File: config.mk
export PLATFORM = sky130hd
export DESIGN_NAME = mips_multicycle_controller_flat
export DESIGN_NICKNAME = d
export VERILOG_FILES = /design/src/rtl/mips_multicycle_controller_pkg.sv /design/src/rtl/mips_multicycle_controller_if.sv /design/src/rtl/mips_multicycle_controller_alu_decoder.sv /design/src/rtl/mips_multicycle_controller.sv /design/src/flat_wrapper.sv
export SDC_FILE = /design/constraint.sdc
export NUM_CORES = 1
export LEC_CHECK = 0
export ABC_CLOCK_PERIOD_IN_PS = 1600
export BUFFER_PORTS_ARGS = -buffer_cell sky130_fd_sc_hd__buf_2
export CORE_MARGIN = 8
export CORE_UTILIZATION = 42
export CTS_CLUSTER_SIZE = 30
export DETAILED_ROUTE_END_ITERATION = 10
export PLACE_DENSITY = 0.77
export SLEW_MARGIN = 20
export SYNTH_ARGS = -nofsm -noshare
export SYNTH_HDL_FRONTEND = slang
export SYNTH_HIERARCHICAL = 1
export SYNTH_SLANG_ARGS = --single-unit
export TNS_END_PERCENT = 1
File: constraint.sdc
create_clock -name clk -period 1.6 [get_ports clk]
set_clock_uncertainty 0.1 [all_clocks]
set_input_delay 0.16 -clock clk [delete_from_list [all_inputs] [get_ports clk]]
set_output_delay 0.16 -clock clk [all_outputs]
set_load 0.03 [all_outputs]
File: src/rtl/mips_multicycle_controller_pkg.sv
// Shared constants for the multicycle MIPS controller: state encoding, opcodes,
// funct codes and datapath select codes. MIPS_MC_BNE_EN adds bne to the legal opcodes.
package mips_mc_pkg;

    localparam logic [3:0] S_FETCH    = 4'd0;
    localparam logic [3:0] S_DECODE   = 4'd1;
    localparam logic [3:0] S_MEMADR   = 4'd2;
    localparam logic [3:0] S_MEMREAD  = 4'd3;
    localparam logic [3:0] S_MEMWB    = 4'd4;
    localparam logic [3:0] S_MEMWRITE = 4'd5;
    localparam logic [3:0] S_EXECUTE  = 4'd6;
    localparam logic [3:0] S_ALUWB    = 4'd7;
    localparam logic [3:0] S_BRANCH   = 4'd8;
    localparam logic [3:0] S_ADDIEX   = 4'd9;
    localparam logic [3:0] S_ADDIWB   = 4'd10;
    localparam logic [3:0] S_JUMP     = 4'd11;

    localparam logic [5:0] OP_RTYPE = 6'b000000;
    localparam logic [5:0] OP_LW    = 6'b100011;
    localparam logic [5:0] OP_SW    = 6'b101011;
    localparam logic [5:0] OP_BEQ   = 6'b000100;
    localparam logic [5:0] OP_BNE   = 6'b000101;
    localparam logic [5:0] OP_ADDI  = 6'b001000;
    localparam logic [5:0] OP_J     = 6'b000010;

    localparam logic [5:0] FUNCT_ADD = 6'b100000;
    localparam logic [5:0] FUNCT_SUB = 6'b100010;
    localparam logic [5:0] FUNCT_AND = 6'b100100;
    localparam logic [5:0] FUNCT_OR  = 6'b100101;
    localparam logic [5:0] FUNCT_SLT = 6'b101010;

    localparam logic [2:0] ALU_ADD = 3'b010;
    localparam logic [2:0] ALU_SUB = 3'b110;
    localparam logic [2:0] ALU_AND = 3'b000;
    localparam logic [2:0] ALU_OR  = 3'b001;
    localparam logic [2:0] ALU_SLT = 3'b111;

    localparam logic [1:0] SRCB_REG     = 2'b00;
    localparam logic [1:0] SRCB_FOUR    = 2'b01;
    localparam logic [1:0] SRCB_IMM     = 2'b10;
    localparam logic [1:0] SRCB_IMM_SH2 = 2'b11;

    localparam logic [1:0] PCSRC_ALU    = 2'b00;
    localparam logic [1:0] PCSRC_ALUOUT = 2'b01;
    localparam logic [1:0] PCSRC_JUMP   = 2'b10;

    typedef struct packed {
        logic       pc_en;
        logic       ir_write;
        logic       mem_write;
        logic       reg_write;
        logic       i_or_d;
        logic       reg_dst;
        logic       mem_to_reg;
        logic       alu_src_a;
        logic [1:0] alu_src_b;
        logic [1:0] pc_src;
        logic [2:0] alu_control;
    } ctrl_t;

    function automatic logic op_supported(input logic [5:0] op);
        logic ok;
        ok = (op == OP_RTYPE) || (op == OP_LW) || (op == OP_SW) ||
             (op == OP_BEQ) || (op == OP_ADDI) || (op == OP_J);
`ifdef MIPS_MC_BNE_EN
        ok = ok || (op == OP_BNE);
`endif
        return ok;
    endfunction

endpackage

File: src/rtl/mips_multicycle_controller_if.sv
// Controller <-> datapath bundle: instruction fields and zero in, enables and selects out.
interface mips_multicycle_controller_if;
    logic [5:0] op;
    logic [5:0] funct;
    logic       zero;
    logic       pc_en;
    logic       ir_write;
    logic       mem_write;
    logic       reg_write;
    logic       i_or_d;
    logic       reg_dst;
    logic       mem_to_reg;
    logic       alu_src_a;
    logic [1:0] alu_src_b;
    logic [1:0] pc_src;
    logic [2:0] alu_control;
    logic [3:0] state;
    logic       illegal;

    modport master (
        input  op, funct, zero,
        output pc_en, ir_write, mem_write, reg_write, i_or_d, reg_dst, mem_to_reg,
               alu_src_a, alu_src_b, pc_src, alu_control, state, illegal
    );

    modport slave (
        output op, funct, zero,
        input  pc_en, ir_write, mem_write, reg_write, i_or_d, reg_dst, mem_to_reg,
               alu_src_a, alu_src_b, pc_src, alu_control, state, illegal
    );
endinterface

File: src/rtl/mips_multicycle_controller_alu_decoder.sv
// R-type funct decoder: ALU operation plus a flag saying the funct is supported.
module mc_alu_decoder
    import mips_mc_pkg::*;
(
    input  logic [5:0] i_funct,
    output logic [2:0] o_alu_control,
    output logic       o_funct_valid
);
    always_comb begin
        o_alu_control = ALU_ADD;
        o_funct_valid = 1'b1;
        case (i_funct)
            FUNCT_ADD: o_alu_control = ALU_ADD;
            FUNCT_SUB: o_alu_control = ALU_SUB;
            FUNCT_AND: o_alu_control = ALU_AND;
            FUNCT_OR:  o_alu_control = ALU_OR;
            FUNCT_SLT: o_alu_control = ALU_SLT;
            default:   o_funct_valid = 1'b0;
        endcase
    end
endmodule

File: src/rtl/mips_multicycle_controller.sv
// Moore sequencer for the multicycle MIPS datapath with a sticky illegal-instruction flag.
// Defining MIPS_MC_BNE_EN makes bne legal, sharing the BRANCH state with an inverted zero test.
module mips_multicycle_controller
    import mips_mc_pkg::*;
(
    input  logic                          clk,
    input  logic                          reset,
    mips_multicycle_controller_if.master  bus
);
    logic [3:0] r_state;
    logic [3:0] w_state_next;
    logic       r_illegal;
    logic       w_illegal_next;
    logic [2:0] w_funct_alu;
    logic       w_funct_valid;
    logic       w_decode_illegal;
    logic       w_branch_inv;
    ctrl_t      w_ctrl;

    mc_alu_decoder u_alu_decoder (
        .i_funct       (bus.funct),
        .o_alu_control (w_funct_alu),
        .o_funct_valid (w_funct_valid)
    );

    assign w_decode_illegal = !op_supported(bus.op) ||
                              ((bus.op == OP_RTYPE) && !w_funct_valid);

`ifdef MIPS_MC_BNE_EN
    logic r_bne;
    always_ff @(posedge clk) begin
        if (reset)
            r_bne <= 1'b0;
        else if (r_state == S_DECODE)
            r_bne <= (bus.op == OP_BNE);
    end
    assign w_branch_inv = r_bne;
`else
    assign w_branch_inv = 1'b0;
`endif

    always_comb begin
        w_state_next   = S_FETCH;
        w_illegal_next = r_illegal;
        case (r_state)
            S_FETCH:  w_state_next = S_DECODE;
            S_DECODE: begin
                // Illegal instructions skip straight back to FETCH: two cycles, no writes.
                if (w_decode_illegal) begin
                    w_illegal_next = 1'b1;
                end else begin
                    case (bus.op)
                        OP_LW, OP_SW: w_state_next = S_MEMADR;
                        OP_RTYPE:     w_state_next = S_EXECUTE;
                        OP_BEQ:       w_state_next = S_BRANCH;
`ifdef MIPS_MC_BNE_EN
                        OP_BNE:       w_state_next = S_BRANCH;
`endif
                        OP_ADDI:      w_state_next = S_ADDIEX;
                        OP_J:         w_state_next = S_JUMP;
                        default:      w_state_next = S_FETCH;
                    endcase
                end
            end
            S_MEMADR:  w_state_next = (bus.op == OP_LW) ? S_MEMREAD : S_MEMWRITE;
            S_MEMREAD: w_state_next = S_MEMWB;
            S_EXECUTE: w_state_next = S_ALUWB;
            S_ADDIEX:  w_state_next = S_ADDIWB;
            default:   w_state_next = S_FETCH;
        endcase
    end

    always_ff @(posedge clk) begin
        if (reset) begin
            r_state   <= S_FETCH;
            r_illegal <= 1'b0;
        end else begin
            r_state   <= w_state_next;
            r_illegal <= w_illegal_next;
        end
    end

    always_comb begin
        w_ctrl             = '0;
        w_ctrl.alu_control = ALU_ADD;
        case (r_state)
            S_FETCH: begin
                w_ctrl.ir_write  = 1'b1;
                w_ctrl.pc_en     = 1'b1;
                w_ctrl.alu_src_b = SRCB_FOUR;
            end
            S_DECODE: w_ctrl.alu_src_b = SRCB_IMM_SH2;
            S_MEMADR, S_ADDIEX: begin
                w_ctrl.alu_src_a = 1'b1;
                w_ctrl.alu_src_b = SRCB_IMM;
            end
            S_MEMREAD: w_ctrl.i_or_d = 1'b1;
            S_MEMWB: begin
                w_ctrl.mem_to_reg = 1'b1;
                w_ctrl.reg_write  = 1'b1;
            end
            S_MEMWRITE: begin
                w_ctrl.i_or_d    = 1'b1;
                w_ctrl.mem_write = 1'b1;
            end
            S_EXECUTE: begin
                w_ctrl.alu_src_a   = 1'b1;
                w_ctrl.alu_src_b   = SRCB_REG;
                w_ctrl.alu_control = w_funct_alu;
            end
            S_ALUWB: begin
                w_ctrl.reg_dst   = 1'b1;
                w_ctrl.reg_write = 1'b1;
            end
            S_BRANCH: begin
                w_ctrl.alu_src_a   = 1'b1;
                w_ctrl.alu_src_b   = SRCB_REG;
                w_ctrl.alu_control = ALU_SUB;
                w_ctrl.pc_src      = PCSRC_ALUOUT;
                w_ctrl.pc_en       = bus.zero ^ w_branch_inv;
            end
            S_ADDIWB: w_ctrl.reg_write = 1'b1;
            S_JUMP: begin
                w_ctrl.pc_src = PCSRC_JUMP;
                w_ctrl.pc_en  = 1'b1;
            end
            default: ;
        endcase
    end

    // Write enables are gated by reset so an aborted instruction cannot commit anything.
    assign bus.pc_en       = w_ctrl.pc_en     & ~reset;
    assign bus.ir_write    = w_ctrl.ir_write  & ~reset;
    assign bus.mem_write   = w_ctrl.mem_write & ~reset;
    assign bus.reg_write   = w_ctrl.reg_write & ~reset;
    assign bus.i_or_d      = w_ctrl.i_or_d;
    assign bus.reg_dst     = w_ctrl.reg_dst;
    assign bus.mem_to_reg  = w_ctrl.mem_to_reg;
    assign bus.alu_src_a   = w_ctrl.alu_src_a;
    assign bus.alu_src_b   = w_ctrl.alu_src_b;
    assign bus.pc_src      = w_ctrl.pc_src;
    assign bus.alu_control = w_ctrl.alu_control;
    assign bus.state       = r_state;
    assign bus.illegal     = r_illegal;
endmodule
File: src/flat_wrapper.sv
// flat-port wrapper written by rule: the top's interface ports become plain ports
module mips_multicycle_controller_flat import mips_mc_pkg::*;
  (clk, reset, bus_op, bus_funct, bus_zero, bus_pc_en, bus_ir_write, bus_mem_write, bus_reg_write, bus_i_or_d, bus_reg_dst, bus_mem_to_reg, bus_alu_src_a, bus_alu_src_b, bus_pc_src, bus_alu_control, bus_state, bus_illegal);
  mips_multicycle_controller_if bus_i ();
  input  logic clk;
  input  logic reset;
  input wire logic [$bits(bus_i.op)-1:0] bus_op;
  input wire logic [$bits(bus_i.funct)-1:0] bus_funct;
  input wire logic [$bits(bus_i.zero)-1:0] bus_zero;
  output wire logic [$bits(bus_i.pc_en)-1:0] bus_pc_en;
  output wire logic [$bits(bus_i.ir_write)-1:0] bus_ir_write;
  output wire logic [$bits(bus_i.mem_write)-1:0] bus_mem_write;
  output wire logic [$bits(bus_i.reg_write)-1:0] bus_reg_write;
  output wire logic [$bits(bus_i.i_or_d)-1:0] bus_i_or_d;
  output wire logic [$bits(bus_i.reg_dst)-1:0] bus_reg_dst;
  output wire logic [$bits(bus_i.mem_to_reg)-1:0] bus_mem_to_reg;
  output wire logic [$bits(bus_i.alu_src_a)-1:0] bus_alu_src_a;
  output wire logic [$bits(bus_i.alu_src_b)-1:0] bus_alu_src_b;
  output wire logic [$bits(bus_i.pc_src)-1:0] bus_pc_src;
  output wire logic [$bits(bus_i.alu_control)-1:0] bus_alu_control;
  output wire logic [$bits(bus_i.state)-1:0] bus_state;
  output wire logic [$bits(bus_i.illegal)-1:0] bus_illegal;
  assign bus_i.op = bus_op;
  assign bus_i.funct = bus_funct;
  assign bus_i.zero = bus_zero;
  assign bus_pc_en = bus_i.pc_en;
  assign bus_ir_write = bus_i.ir_write;
  assign bus_mem_write = bus_i.mem_write;
  assign bus_reg_write = bus_i.reg_write;
  assign bus_i_or_d = bus_i.i_or_d;
  assign bus_reg_dst = bus_i.reg_dst;
  assign bus_mem_to_reg = bus_i.mem_to_reg;
  assign bus_alu_src_a = bus_i.alu_src_a;
  assign bus_alu_src_b = bus_i.alu_src_b;
  assign bus_pc_src = bus_i.pc_src;
  assign bus_alu_control = bus_i.alu_control;
  assign bus_state = bus_i.state;
  assign bus_illegal = bus_i.illegal;
  mips_multicycle_controller u_core (.clk(clk), .reset(reset), .bus(bus_i));
endmodule
==> summary.md <==
| Metric | Value |
|---|---|
| Synthesized instance count | `83` |
| CP startpoint | `u_core/bus.state[3]` |
| Core ar. | `0.00133 mm²` |
| Clock root cell | `clkbuf_4` |
| Slew Viols, Final | `0` |
| Top-count cell post-synth | `nor2_1` |
| Synth Area per Inst | `7.31 µm²` |
| # setup viols final | `1` |
| Sw frac | `0.345` |
| Die Span Y | `54.0 µm` |
| GR Util All Layers | `0.146` |
| Failing checks | `setup timing` |
| PD cells | `468 mW/mm²` |
| Skew-Pair Late Insertion Delay | `0.24 ns` |
| Number of synthesized flops with an enable pin | `0` |
| Synth top area cells | `dfxtp_1 (16%), nor3_1 (8.2%), nor2_1 (6.8%), nand4bb_1 (3.7%), a21oi_1 (3.3%)` |
| Critical path endpoint category | `primary output` |
| Unrepaired setup endpoints after global routing | `true` |
| Run status | `complete, but fails checks` |
| Area grow syn2layout | `62.9%` |
| Hold Startpoint | `reset` |
| Initial antenna violation count | `0` |
| Seq cells post-synth | `5` |
| Worst slew pin tran | `0.346 ns` |
| Routability cong. | `0.853` |
| Dpl cell area | `900 µm²` |
| # DRC | `0` |
| Die Width | `54.0 µm` |
| Routed WL | `2050 µm` |
| Pre-antenna DRT Iters | `4` |
| Hold Crit Class | `input pin to flop` |
| CTS tree | `yes` |
| Worst path max stage delay | `0.38 ns` |
| N_diodes | `0` |
| Clk pwr share | `0.318` |
| Nets | `142` |
| P_int | `0.303 mW` |
| Wirelength per Cell | `14.5 µm` |
| Reg power frac | `0.296` |
| Clock-pin slew on the worst setup and hold paths | `0.04 ns` |
| Async S/R FF share, synth | `0` |
| Fmax | `615 MHz` |
| DRT iter0 DRCs | `24` |
| Post-Layout Cell Count | `141` |
| MaxCap Viol Count | `0` |
| Critical Path RT | `1.34 ns` |
| CP Launch Type | `flop` |
| Synthesis Warnings | `6` |
| Setup WS post-layout | `-0.0265 ns` |
| Post-DP HPWL | `1700 µm` |
| CTS Hold Buffers Added | `0` |
| Final-layout fill cell count | `112` |
| Worst path arrival time | `1.37 ns` |
| Global route total overflow | `0` |
| CTS buffer count | `3` |
| Sequential share of the synthesized area | `0.165` |
| Die ar. | `0.00292 mm²` |
| CTS Sinks | `5` |
| Starting Density | `0.455` |
| Routed Antenna Nets | `0` |
| Largest net degree at the start of global routing | `11` |
| CP max FO | `8` |
| Num ports | `35` |
| Final worst-path cycle share | `1.02` |
| Routed vias | `813` |
| Reg2reg start | `u_core/bus.state[1]` |
| Critical path class | `flop to primary output` |
| Combinational fraction of design power | `0.386` |
| Slew HR | `0.768` |
| Switching power total | `0.160 mW` |
| Max clock buf depth | `2` |
| Predominant post-synthesis flop cell | `dfxtp_1` |
| Cell Chain, Critical Path | `buf_6 -> nor2b_1 -> nor3_1 -> a31oi_1 -> nor3_2 -> buf_4` |
| Slowest CP cell | `dfxtp_2` |
| Post-CTS setup buffer count | `0` |
| Vias in the first global route | `788` |
| Final min period | `1.63 ns` |
| First-pass GRT wire length | `3360 µm` |
| Synth top cells by count | `nor2_1 (11), nor3_1 (10), clkbuf_1 (5), dfxtp_1 (5), a21oi_1 (4)` |
| Final Hold Vio Count | `0` |
| Fraction of layout cells with a size suffix above 1 | `0.556` |
| Port buffer count | `34` |
| Final instance area | `988 µm²` |
| Drt via density | `5.77` |
| Worst vdd ir | `0.446 mV` |
| Leak | `0.421 nW` |
| Top cell type by total area after synthesis | `dfxtp_1` |
| Placed cell count | `137` |
| Syn Std Cell Area | `607 µm²` |
| Yosys top cell area share | `0.165` |
| H-tree levels | `1` |
| Cell row count | `13` |
| Synth unique cells | `41` |
| Syn_nets | `98` |
| Tot Pwr | `0.463 mW` |
==> cells in the final DEF, fill, tap and decap left out, types with 2 or more instances in the layout <==
cell type / Yosys / layout
nand2b_4: 1 / 2
nor2_2: 0 / 2
nand2_1: 3 / 3
nand3_1: 2 / 2
buf_2: 0 / 27
nor2b_1: 2 / 2
buf_4: 0 / 14
nor3_1: 10 / 6
a21oi_1: 4 / 3
nor2_1: 11 / 9
nor3_2: 0 / 2
clkbuf_4: 0 / 3
buf_6: 0 / 2
dfxtp_2: 0 / 3
nor3_4: 0 / 2
nand4_1: 2 / 2
nand4bb_1: 2 / 2
inv_1: 3 / 3
==> power groups by stage <==
stage | registers [mW] | logic [mW] | clock network, mW
final | 0.137 | 0.179 | 0.147
after CTS | 0.137 | 0.175 | 0.152
after floorplan | 0.151 | 0.0832 | 0
after detailed placement | 0.139 | 0.169 | 0
after global placement | 0.139 | 0.163 | 0
after global routing | 0.138 | 0.195 | 0.162
==> critical path: cells and delay by family (launching register included) <==
family,cells,cell delay (ns)
compound gates,1,0.18
simple gates,3,0.24
buf+inv,2,0.33
flops,1,0.38
==> cell families (layout without fill, tap and decap cells) <==
kind of cell,after synthesis,after routing,share of synthesized area
and+or+nand+nor,47,47,0.470
AOI/OAI and AO/OA,19,19,0.252
buffers and inverters,8,51,0.0495
DFF,5,5,0.165
xor gates and xnor gates,2,2,0.0289
muxes,2,2,0.0351
==> per-stage QoR <==
stage / hold slack (ns) / setup TNS (ns) / worst slack (ns) / utilization
finish: 0.138 / -0.0265 / -0.0265 / 0.741
global route: 0.135 / -0.371 / -0.160 / 0.741
CTS: 0.129 / -0.00902 / -0.00902 / 0.732
detailed placement: 0.380 / 0 / 0.0379 / 0.674
global placement: 0.368 / 0 / 0.0863 / 0.674
floorplan: 0.270 / -2.32 / -0.286 / -
==> what timing repair did <==
item,4_1_cts,5_1_grt
gates resized for setup,17,6
pin swaps,0,0
cloned,0,0
setup endpoints to repair,8,7
==> final timing paths <==
kind                         end  slack, ns  cells past startpoint
max                    bus_pc_en      -0.03                      6
min          u_core/bus.state[3]       0.14                      2
max reg2reg  u_core/bus.state[1]       0.13                      5
min reg2reg   u_core/bus.illegal       0.51                      2
==> sequential cells by signal (all words and copies together), names as in the netlist <==
| name | cells |
|---|---|
| u_core/bus.state | 4 |
| u_core/bus.illegal | 1 |
==> area by class of cell <==
cell class,instances,area [µm²],share of cell area
repair buffers,44,283,0.286
flip-flops and latches,5,108,0.109
inverters,3,11.3,0.0114
clock buffers,4,26.3,0.0266
well taps,15,18.8,0.0190
multi-input cells,70,542,0.548
==> routing by layer <==
layer | wire [µm] | GRT usage | vias up | share of wire
li1 | - | - | 402 | -
met1 | 863 | 0.178 | 366 | 0.42
met2 | 948 | 0.241 | 39 | 0.46
met3 | 190 | 0.0331 | 6 | 0.093
met4 | 44 | 0.0615 | 0 | 0.021
met5 | 0 | 0 | - | 0
Note: power is estimated with default switching activity, not from simulation.
